===== src/rtl/color_unscra_stream.sv =====
// color_unscra_stream
// Receiver-side inverse of the RGB channel scrambler for a 24-bit pixel stream.
// The scrambler placed source channel SWx into scrambled slot x.  This block
// finds, for every original channel, the first slot (R, G, B order) that
// carries it.  Channels that did not survive are driven with FILL and flagged
// in m_lossy.  A 2-entry skid buffer decouples m_ready from s_ready.
//
// Optional feature: define COLOR_UNSCRA_STATS_EN to build the per-frame
// saturating lossy-pixel counter.  Without it lossy_cnt is tied to zero.
module color_unscra_stream #(
    parameter logic [7:0]  FILL  = 8'h00,
    parameter int unsigned CNT_W = 16
) (
    input  logic             clk,
    input  logic             reset,
    input  logic             s_valid,
    output logic             s_ready,
    input  logic [23:0]      s_data,
    input  logic             s_sof,
    input  logic [1:0]       SWR,
    input  logic [1:0]       SWG,
    input  logic [1:0]       SWB,
    output logic             m_valid,
    input  logic             m_ready,
    output logic [23:0]      m_data,
    output logic             m_sof,
    output logic [2:0]       m_lossy,
    output logic [CNT_W-1:0] lossy_cnt
);

    // Skid buffer occupancy: EMPTY = no output, ONE = output register only,
    // FULL = output register plus skid register.
    typedef enum logic [1:0] {
        ST_EMPTY = 2'd0,
        ST_ONE   = 2'd1,
        ST_FULL  = 2'd2
    } state_e;

    // Scrambler selects, one per scrambled slot.
    typedef struct packed {
        logic [1:0] swr;
        logic [1:0] swg;
        logic [1:0] swb;
    } cfg_t;

    // One recovered pixel as it travels through the buffer.
    typedef struct packed {
        logic [23:0] data;
        logic        sof;
        logic [2:0]  lossy;
    } beat_t;

    localparam cfg_t CFG_IDENTITY = '{swr: 2'd0, swg: 2'd1, swb: 2'd2};

    // Inverse channel map.  Slot 0 is s_data[23:16] (R), slot 2 is s_data[7:0].
    // Output channel k lands in byte (2-k) of the pixel and bit (2-k) of the
    // lossy mask so both read {R,G,B} from MSB to LSB.
    function automatic beat_t unscramble(
        input logic [23:0] data,
        input logic        sof,
        input cfg_t        cfg
    );
        logic [1:0] sel      [3];
        logic [7:0] byte_in  [3];
        logic [7:0] byte_out [3];
        logic [2:0] hit;
        beat_t      b;

        sel[0]     = cfg.swr;
        sel[1]     = cfg.swg;
        sel[2]     = cfg.swb;
        byte_in[0] = data[23:16];
        byte_in[1] = data[15:8];
        byte_in[2] = data[7:0];

        for (int k = 0; k < 3; k++) begin
            byte_out[k] = FILL;
            hit[k]      = 1'b0;
            // First matching slot wins; select 3 never equals k, so it recovers nothing.
            for (int j = 0; j < 3; j++) begin
                if (!hit[k] && (sel[j] == k[1:0])) begin
                    byte_out[k] = byte_in[j];
                    hit[k]      = 1'b1;
                end
            end
        end

        b.data  = {byte_out[0], byte_out[1], byte_out[2]};
        b.sof   = sof;
        b.lossy = {~hit[0], ~hit[1], ~hit[2]};
        return b;
    endfunction

    state_e state_q, state_d;
    cfg_t   cfg_q, cfg_d;
    beat_t  out_q, out_d;
    beat_t  skid_q, skid_d;
    beat_t  in_beat;
    logic   m_valid_q, m_valid_d;
    logic   s_ready_q, s_ready_d;
    logic   accept;
    logic   drain;

    assign accept = s_valid && s_ready_q;
    assign drain  = m_valid_q && m_ready;

    // Select latch: a new configuration takes effect on the sof beat itself.
    always_comb begin
        cfg_d = cfg_q;
        if (accept && s_sof) begin
            cfg_d = '{swr: SWR, swg: SWG, swb: SWB};
        end
        in_beat = unscramble(s_data, s_sof, cfg_d);
    end

    // Skid buffer next-state: decide where an accepted beat goes and what drains.
    always_comb begin
        // NOTE: every target gets a default first so no path through the case infers a latch.
        state_d = state_q;
        out_d   = out_q;
        skid_d  = skid_q;
        case (state_q)
            ST_EMPTY: begin
                if (accept) begin
                    out_d   = in_beat;
                    state_d = ST_ONE;
                end
            end
            ST_ONE: begin
                if (accept && !drain) begin
                    skid_d  = in_beat;
                    state_d = ST_FULL;
                end else if (drain && !accept) begin
                    state_d = ST_EMPTY;
                end else if (accept && drain) begin
                    out_d   = in_beat;
                end
            end
            ST_FULL: begin
                // s_ready is low in FULL, so nothing can be accepted here.
                if (drain) begin
                    out_d   = skid_q;
                    state_d = ST_ONE;
                end
            end
            default: begin
                state_d = ST_EMPTY;
            end
        endcase
        // Handshake flags are registered copies of the next occupancy, so
        // m_ready never reaches s_ready combinationally.
        m_valid_d = (state_d != ST_EMPTY);
        s_ready_d = (state_d != ST_FULL);
    end

    // FSM state, configuration and registered output beat.
    always_ff @(posedge clk) begin
        // NOTE: sequential state uses non-blocking assignments so all flops update together.
        if (reset) begin
            state_q   <= ST_EMPTY;
            cfg_q     <= CFG_IDENTITY;
            out_q     <= '0;
            m_valid_q <= 1'b0;
            s_ready_q <= 1'b1;
        end else begin
            state_q   <= state_d;
            cfg_q     <= cfg_d;
            out_q     <= out_d;
            m_valid_q <= m_valid_d;
            s_ready_q <= s_ready_d;
        end
    end

    // Skid payload register.
    always_ff @(posedge clk) begin
        // NOTE: the skid payload has no reset; its contents are only read when the state says FULL.
        skid_q <= skid_d;
    end

    assign s_ready = s_ready_q;
    assign m_valid = m_valid_q;
    assign m_data  = out_q.data;
    assign m_sof   = out_q.sof;
    assign m_lossy = out_q.lossy;

`ifdef COLOR_UNSCRA_STATS_EN
    logic [CNT_W-1:0] lossy_cnt_q, lossy_cnt_d;

    // Per-frame lossy counter: restarts on a drained sof beat, saturates at all ones.
    always_comb begin
        lossy_cnt_d = lossy_cnt_q;
        if (drain) begin
            if (out_q.sof) begin
                lossy_cnt_d    = '0;
                lossy_cnt_d[0] = |out_q.lossy;
            end else if ((|out_q.lossy) && (lossy_cnt_q != {CNT_W{1'b1}})) begin
                lossy_cnt_d = lossy_cnt_q + CNT_W'(1);
            end
        end
    end

    // Counter register.
    always_ff @(posedge clk) begin
        if (reset) begin
            lossy_cnt_q <= '0;
        end else begin
            lossy_cnt_q <= lossy_cnt_d;
        end
    end

    assign lossy_cnt = lossy_cnt_q;
`else
    assign lossy_cnt = '0;
`endif

endmodule


===== config.mk =====
export PLATFORM = sky130hd
export DESIGN_NAME = color_unscra_stream
export DESIGN_NICKNAME = d
export VERILOG_FILES = /design/src/rtl/color_unscra_stream.sv
export SDC_FILE = /design/constraint.sdc
export NUM_CORES = 1
export LEC_CHECK = 0
export ABC_AREA = 1
export CAP_MARGIN = 20
export CORE_MARGIN = 2
export CORE_UTILIZATION = 41
export DETAILED_ROUTE_END_ITERATION = 16
export GPL_ROUTABILITY_DRIVEN = 0
export PLACE_DENSITY = 0.71
export SYNTH_ARGS = -nofsm -noshare
export SYNTH_HDL_FRONTEND = slang
export SYNTH_SLANG_ARGS = --single-unit

===== constraint.sdc =====
create_clock -name clk -period 4.73 [get_ports clk]
set_input_delay 0.946 -clock clk [delete_from_list [all_inputs] [get_ports clk]]
set_output_delay 0.946 -clock clk [all_outputs]
set_load 0.02 [all_outputs]

==> flow_summary.json <==
{
  "status": "finished clean",
  "die_w_um": 96.79,
  "io_buffers": 64,
  "synth_top_family_by_area": "simple AND/OR/NAND/NOR gates",
  "min_path_type": "reg -> reg",
  "vias": 3357,
  "p_leak_uw": 0.001814,
  "cp-end-kind": "register",
  "fin_crit_ps": 3291,
  "cts_resized": 0,
  "synth-simple-area-share": 0.3229,
  "crit_family": "buffers and inverters",
  "htreeDepth": 3,
  "max_freq_mhz": 303.8,
  "antenna_found_initial": 0,
  "netlist_area_mm2": 0.003530,
  "drt_pass1_iterations": 4,
  "die-area_mm2": 0.009367,
  "yosysSeqAreaShare": 0.4537,
  "ys_warn_count": 0,
  "grt_pass1_wl_mm": 15.67,
  "slew_headroom": 0.3574,
  "synth_fa_ha_area_frac": 0,
  "fin_nets": 535,
  "place_ws_ps": 422.9,
  "crit_type": "in -> reg",
  "synth_cell_types": 27,
  "startpoint_type": "input pin",
  "power_density_mw_per_mm2": 388.6,
  "synthMuxAreaShare": 0,
  "fp.dieH_um": 96.79,
  "detail-route-antenna-nets": 0,
  "viasPerCell": 5.503,
  "crit_top_cell": "a21oi_1",
  "drt_iter0_markers": 234,
  "finalCritPeriodShare": 0.6959,
  "path_clk_slew_ps": 80,
  "holdBufCountCts": 0,
  "finalHoldViolCount": 0,
  "synth-compound-area-share": 0.1266,
  "n_antenna_cell": 0,
  "finalSetupViolations": 0,
  "synth-seq-cells": 66,
  "start_util": 0.4253,
  "tns_ps": 0,
  "cts_tree": "built",
  "cts_buffers": 9,
  "drive_above_1_share": 0.09307,
  "slowest_stage": "clkdlybuf4s50_1",
  "totalWireLength_mm": 9.654,
  "ios": 81,
  "worstPathRequired_ps": 4960,
  "cts.sinks": 66,
  "worst_slack_ps": 1439,
  "wl_per_cell_um": 15.83,
  "grt_max_degree": 32,
  "power.total_uw": 1723,
  "clock-root-buffer": "clkbuf_8",
  "synth_xor_area_frac": 0,
  "slowest_delay_ps": 750,
  "grt_use_total": 0.2078,
  "path_buf_inv": 2,
  "vdd_drop_max_mv": 0.1508,
  "synth_cells": 441,
  "skew_ps": 9.875,
  "worst_pin_slew_ps": 962.9,
  "slew_violations": 0,
  "postCtsSetupRepairBufs": 0,
  "cts_max_path_buffers": 2,
  "dp_hpwl_mm": 6.786,
  "max_cap_violations": 0,
  "grt_pass1_vias": 3091,
  "insertion_delay_ps": 340,
  "cp_max_fo": 27,
  "grt_setup_unrepaired": "no",
  "syn_area_per_cell_um2": 8.004,
  "cp_cell_sequence": "clkdlybuf4s50_1 > nand2_1 > nor2_1 > o21ai_0 > o21ai_2 > clkinv_1 > a21oi_1 > a21oi_1",
  "cp_data_arrival_time_ps": 3520,
  "core_mm2": 0.008299,
  "synthToLayoutAreaGrowth_pct": 25.59,
  "num_rows": 33,
  "drc": 0,
  "grt-ovfl-total": 0
}
-- per-stage QoR --
stage / util / instance area [µm²] / hold WS (ps) / instances
finish: 0.5341 / 4433 / 534.9 / 610
global route: 0.5341 / 4433 / 551.2 / 610
CTS: 0.5323 / 4418 / 535.7 / 609
detailed placement: 0.5031 / 4175 / 518.1 / 593
global placement: 0.5031 / 4175 / 507.1 / 593
floorplan: - / 3586 / 502.5 / 456
-- tightest hold or removal path, delay by kind of cell, from the launching register on --
family,cells,cell delay [ps]
DFF,1,320
AOI/OAI and AO/OA,2,180
-- power by group --
part	leakage, µW	switching (µW)	internal, µW	total, µW
Clock	0.000117	220	352	572
Sequential	0.000572	25.7	659	685
Combinational	0.00112	284	181	466
Total	0.00181	530	1190	1720
-- registers in the layout (all words and copies together), names as in the netlist --
signal / flops
s_ready: 1
m_valid: 1
m_data: 24
state_q: 2
cfg_q: 6
m_lossy: 3
skid_q: 28
m_sof: 1
-- layer usage --
| metal | up-vias | share of wire | GRT usage |
|---|---|---|---|
| li1 | 1592 | - | - |
| met1 | 1573 | 0.44 | 0.2882 |
| met2 | 176 | 0.46 | 0.3237 |
| met3 | 16 | 0.088 | 0.05275 |
| met4 | 0 | 0.016 | 0.05634 |
| met5 | - | 0 | 0 |
-- area by class of cell --
type                       instances  area (µm²)
fill                             776        3866
multi-input combinational        322        1653
timing repair buffer              68       678.2
sequential                        66        1602
inverter                          33       126.4
tap                              105       131.4
clock inverter                     6       115.1
clock buffer                      10       127.6
-- synthesized netlist by cell type (all sizes together) --
cell type,count,share of area
nor3,3,0.0085
clkbuf,14,0.015
clkinv,1,0.0011
and2,24,0.043
nand3,76,0.12
conb,1,0.0011
nand4,12,0.021
a21oi,56,0.079
nand2,87,0.10
nor2,15,0.029
edfxtp,28,0.24
inv,32,0.035
nor4,1,0.0018
dfxtp,38,0.22
buf,21,0.045
o21ai,30,0.044
a31oi,2,0.0035
-- path summary, 6_finish.rpt --
| path | start | endpoint | slack [ps] | cells past startpoint |
|---|---|---|---|---|
| worst max-delay path | s_valid | m_data[0]$_SDFFE_PP0P_ | 1440 | 8 |
| worst min-delay path | skid_q[14]$_DFFE_PP_ | m_data[10]$_SDFFE_PP0P_ | 530 | 2 |
| worst max register to register | state_q[1]$_SDFF_PP0_ | m_data[0]$_SDFFE_PP0P_ | 1540 | 8 |
| worst min register to register | skid_q[14]$_DFFE_PP_ | m_data[10]$_SDFFE_PP0P_ | 530 | 2 |
-- logic make-up (layout without fill, tap and decap cells) --
logic type,Yosys count,after routing
DFF,66,66
other,1,16
and+or+nand+nor,218,218
buffers and inverters,68,117
AOI/OAI and AO/OA,88,88
-- cells in the final DEF (no fill, tap or decap), types with 2 or more instances in the layout --
cell,instances
clkinv_4,2
nand2_4,2
clkbuf_8,9
bufinv_16,3
inv_1,26
inv_2,5
nand4_1,12
clkdlybuf4s50_1,64
nand2_1,80
dfxtp_1,38
buf_4,3
nand3_4,3
o21ai_0,29
nand2_2,5
nor2_4,6
a31oi_1,2
nor2_1,9
nor3_2,3
a21oi_1,56
and2_1,24
conb_1,16
nand3_1,72
edfxtp_1,28
(Power assumes the default switching activity.)
==> variant 1: new RTL, same flow settings <==
Change the parameter `CNT_W` from 16 to 14.
--- a/src/rtl/color_unscra_stream.sv
+++ b/src/rtl/color_unscra_stream.sv
@@ -9,7 +9,7 @@
 // saturating lossy-pixel counter.  Without it lossy_cnt is tied to zero.
 module color_unscra_stream #(
     parameter logic [7:0]  FILL  = 8'h00,
-    parameter int unsigned CNT_W = 16
+    parameter int unsigned CNT_W = 14
 ) (
     input  logic             clk,
     input  logic             reset,
Interface: changed (resized lossy_cnt); port bits go from 81 to 79. The function was not compared with the original's and may differ.
==> variant 1 against the original RTL <==
Non-clock buffer count unchanged; global-route usage increased by 0.62 points; combinational power about the same; worst setup slack got worse by 0.17 ns; sequential cell count unchanged; wire length decreased by 1.2%; final area decreased by 1.3%; count of clock-buffer cells in the layout decreased by 1; clock power decreased by 19%; total power decreased by 6.3%; critical endpoint is now m_data[8]; die area decreased by 0.41%; register-to-register slack got worse by 0.23 ns; area after synthesis decreased by 0.43%.
==> variant 1: results (changes against the original RTL) <==
Initial antenna violation count -> 0 (unchanged)
Largest register by flop count -> skid_q
DP Worst Slack -> 0.432 ns (+0.00878 ns)
Layout non-clock buf frac -> 15.5% (+0.20 points)
Number of global-route vias before repair -> 3,020 (-2.3%)
Syn avg cell area -> 8.01 sq um (about the same)
Postcts setup bufs -> 0 (unchanged)
Setup Skew -> 0.00636 ns (-0.00352 ns)
Drt pass-1 iters -> 5 (+1)
Area of the multi-input gates -> 0.00165 sq mm (-0.45%)
Outcome -> finished, final reports clean
Clock buf/inv share -> 4.40% (-1.1 points)
Sequential power share -> 42.3% (+2.5 points)
Share of cells above drive strength 1 -> 9.54% (+0.24 points)
WL met3 -> 800 um (-5.8%)
Met1 wire length -> 4190 um (-0.85%)
Distinct cell type count after synthesis -> 27 (unchanged)
Dpl cell area -> 0.00417 sq mm (-0.18%)
CTS max path bufs -> 2 (unchanged)
Inst Count DP -> 591 (-0.34%)
Seq area share -> 36.6% (+0.48 points)
CP Data Arrival Time -> 3.70 ns (+0.18 ns)
Met2 GRT Util -> 34.1% (+1.8 points)
Met3 usage -> 5.74% (+0.47 points)
NetSw -> 0.533 mW (+0.46%)
Worst-path fanout max -> 27 (unchanged)
Initial DRC Count -> 288 (+23%)
M1 GR Usage -> 28.1% (-0.77 points)
First-pass GRT wire length -> 14,900 um (-5.2%)
Comb pwr -> 0.465 mW (about the same)
Post-layout util -> 53.0% (-0.43 points)
Peak supply drop -> 0.204 mV (+35%)
Die W -> 96.6 um (-0.21%)
Max-slew headroom -> 35.7% (about the same)
Post-DP HPWL -> 6630 um (-2.3%)
Largest cells by area after synthesis -> edfxtp_1, dfxtp_1, nand3_1
Via density -> 5.47 (-0.63%)
Final WL -> 9540 um (-1.2%)
Worst-Skew Late Latency -> 0.36 ns (+0.02 ns)
Sw frac -> 33.0% (+2.2 points)
Sequential-to-total area share from yosys stat -> 45.6% (+0.19 points)
CP peak stage delay -> 0.77 ns (+0.02 ns)
CTS Buf Count -> 9 (unchanged)
Multi-In Gates -> 320 (-0.62%)
Final Non-Filler Cells -> 608 (-0.33%)
NumNets Final -> 533 (-0.37%)
Fillers -> 799 (+3.0%)
Metal2 WL -> 4330 um (-2.1%)
Delay-heaviest family, CP -> buffers and inverters
Leak pwr -> 1.79 nW (-1.5%)
Total track usage -> 21.4% (+0.62 points)
variant 1: cell types whose count changed in the layout (fill, tap and decap cells not counted):
cell | unedited run | this run
inv_6 | 0 | 1
clkbuf_1 | 1 | 0
bufinv_16 | 3 | 1
clkinv_2 | 0 | 3
clkinv_4 | 2 | 0
conb_1 | 16 | 14
clkinvlp_4 | 1 | 2
variant 1: worst paths after layout:
| path | slack [ns] | endpoint | start | cells past startpoint |
|---|---|---|---|---|
| max | 1.26 | m_data[8] | s_valid | 9 |
| min | 0.53 | m_data[20] | skid_q[24] | 2 |
| max reg2reg | 1.31 | m_data[8] | state_q[1] | 9 |
| min reg2reg | 0.53 | m_data[20] | skid_q[24] | 2 |
variant 1: kinds of logic (layout without fill, tap and decap cells):
family,after synthesis,after routing,share of synthesized area (%)
and+or+nand+nor,218,218,32.4
AOI/OAI and AO/OA,88,88,12.7
DFF,66,66,45.6
buffers and inverters,66,117,9.18
other,1,14,0.107
==> variant 2: new RTL, same flow settings <==
Made on the original files. Register the inputs `SWR`, `SWG` and `SWB` before use, without a reset. The logic sees them one clock later. The other inputs are not delayed to match.
--- a/src/rtl/color_unscra_stream.sv
+++ b/src/rtl/color_unscra_stream.sv
@@ -52,6 +52,16 @@
 
     localparam cfg_t CFG_IDENTITY = '{swr: 2'd0, swg: 2'd1, swb: 2'd2};
 
+    logic [1:0] SWR_q;
+    logic [1:0] SWG_q;
+    logic [1:0] SWB_q;
+
+    always_ff @(posedge clk) begin
+        SWR_q <= SWR;
+        SWG_q <= SWG;
+        SWB_q <= SWB;
+    end
+
     // Inverse channel map.  Slot 0 is s_data[23:16] (R), slot 2 is s_data[7:0].
     // Output channel k lands in byte (2-k) of the pixel and bit (2-k) of the
     // lossy mask so both read {R,G,B} from MSB to LSB.
@@ -108,7 +118,7 @@
     always_comb begin
         cfg_d = cfg_q;
         if (accept && s_sof) begin
-            cfg_d = '{swr: SWR, swg: SWG, swb: SWB};
+            cfg_d = '{swr: SWR_q, swg: SWG_q, swb: SWB_q};
         end
         in_beat = unscramble(s_data, s_sof, cfg_d);
     end
Check against the original RTL: not equivalent (Yosys sat finds a counterexample within 4 cycles, from zero or initial values and one cycle with reset high).
==> variant 2 against the original RTL <==
Sequential cell count increased by 6; total power up 1.5%; utilization fell by 1.6 points; final area increased by 1.9%; count of clock-buffer cells in the layout rose by 2; wire length down 1.5%; sequential share of layout area is 2.0 points higher; worst setup slack improved by 0.099 ns; critical endpoint is now m_data[6]; area after synthesis increased by 4.0%.
==> variant 2: results (changes against the original RTL) <==
CTS Buf Count -> 9 (unchanged)
Leak pwr -> 1.84 nW (+1.3%)
Most frequent cells after synthesis -> nand2_1, nand3_1, a21oi_1
Initial DRC Count -> 461 (+97%)
CP Data Arrival Time -> 3.43 ns (-0.09 ns)
NumNets Final -> 542 (+1.3%)
DP Worst Slack -> 1.18 ns (+0.753 ns)
Number of global-route vias before repair -> 3,145 (+1.7%)
Post-synth EDFFs -> 28 (unchanged)
Total track usage -> 20.4% (-0.35 points)
Initial antenna violation count -> 0 (unchanged)
H-tree depth -> 3 (unchanged)
Distinct cell type count after synthesis -> 31 (+15%)
Share of cells above drive strength 1 -> 10.5% (+1.2 points)
Drt pass-1 iters -> 5 (+1)
Fillers -> 803 (+3.5%)
NetSw -> 0.571 mW (+7.6%)
DRC violations left -> 0 (unchanged)
Clk root buf -> clkbuf_8
Post-DP HPWL -> 6830 um (+0.60%)
Max-slew headroom -> 42.2% (+6.4 points)
CP peak stage delay -> 0.79 ns (+0.04 ns)
Postcts setup bufs -> 0 (unchanged)
Hold Vio Cnt, Final -> 0 (unchanged)
Setup Skew -> 0.00662 ns (-0.00325 ns)
Final slew viol count -> 0 (unchanged)
Largest cells by area after synthesis -> dfxtp_1, edfxtp_1, nand3_1
Worst-path fanout max -> 30 (+11%)
Largest net degree at the start of global routing -> 32 (unchanged)
Peak supply drop -> 0.155 mV (+2.6%)
Hold WC Path Type -> reg -> reg
Asr flop ratio synth -> 0% (unchanged)
Worst-Skew Late Latency -> 0.35 ns
Reg area -> 0.00172 sq mm (+7.5%)
Clock transition at the registers of the reported paths -> 0.07 ns
Largest register by flop count -> skid_q
Max FFs per register -> 28 (unchanged)
Final WL -> 9510 um (-1.5%)
Synth Flop Type -> dfxtp_1
Tcrit/Tclk final -> 67.5% (-2.1 points)
Port bufs -> 64 (unchanged)
CTS max path bufs -> 2 (unchanged)
Critical-path top delay cell -> clkdlybuf4s50_1
Synth warn -> 0 (unchanged)
Vias -> 3,336 (-0.63%)
# diodes -> 0 (unchanged)
Reg-to-reg slack, setup -> 2.28 ns (+0.74 ns)
Outcome -> finished, final reports clean
First-pass GRT wire length -> 15,800 um (+0.93%)
CTS resizes -> 0 (unchanged)
Sequential-to-total area share from yosys stat -> 46.9% (+1.5 points)
## variant 2: kinds of logic after synthesis
kind of cell / synth area share [%]
compound gates: 12.2
buf+inv: 8.90
other cells: 0.102
simple gates: 31.9
flops: 46.9
## variant 2: per-stage QoR
step	hold slack (ns)	cell area (sq um)	instances	total power, mW	utilization (%)
CTS	0.541	4520	620	1.76	51.8
global placement	0.512	4330	604	1.27	49.6
floorplan	0.502	3730	462	1.10	-
detailed placement	0.520	4330	604	1.28	49.6
global route	0.561	4520	620	1.84	51.8
finish	0.541	4520	620	1.75	51.8
## variant 2: path summary, 6_finish.rpt
path              startpoint   endpoint  cells past startpoint
setup / recovery     s_valid  m_data[6]                      7
setup reg to reg     s_ready  m_data[6]                      6
hold / removal    skid_q[12]  m_data[8]                      2
hold reg to reg   skid_q[12]  m_data[8]                      2
## variant 2: layer usage
metal,track usage (%),share of wire (%),vias up
met5,0,0,-
met4,7.59,2.0,0
met3,3.33,7.3,22
met2,33.7,47,159
met1,27.1,44,1535
li1,-,-,1620
## variant 2: area by class of cell
type	instances	share of cell area [%]
flip-flops and latches	72	38.1
multi-input cells	326	37.3
repair buffers	67	14.7
clock buffers	12	3.21
well taps	108	2.99
inverters	31	2.74
clock inverters	4	0.970
## variant 2: critical path: cells and delay by family
kind,cells,cell delay (ns)
buf+inv,3,1.75
simple gates,2,0.23
compound gates,2,0.50
## variant 2: power groups by stage
stage	combinational, mW	sequential, mW	clock, mW
2_1_floorplan	0.284	0.815	0
3_5_place_dp	0.508	0.772	0
3_3_place_gp	0.500	0.770	0
5_1_grt	0.563	0.767	0.508
4_1_cts	0.511	0.758	0.486
6_report	0.512	0.758	0.480
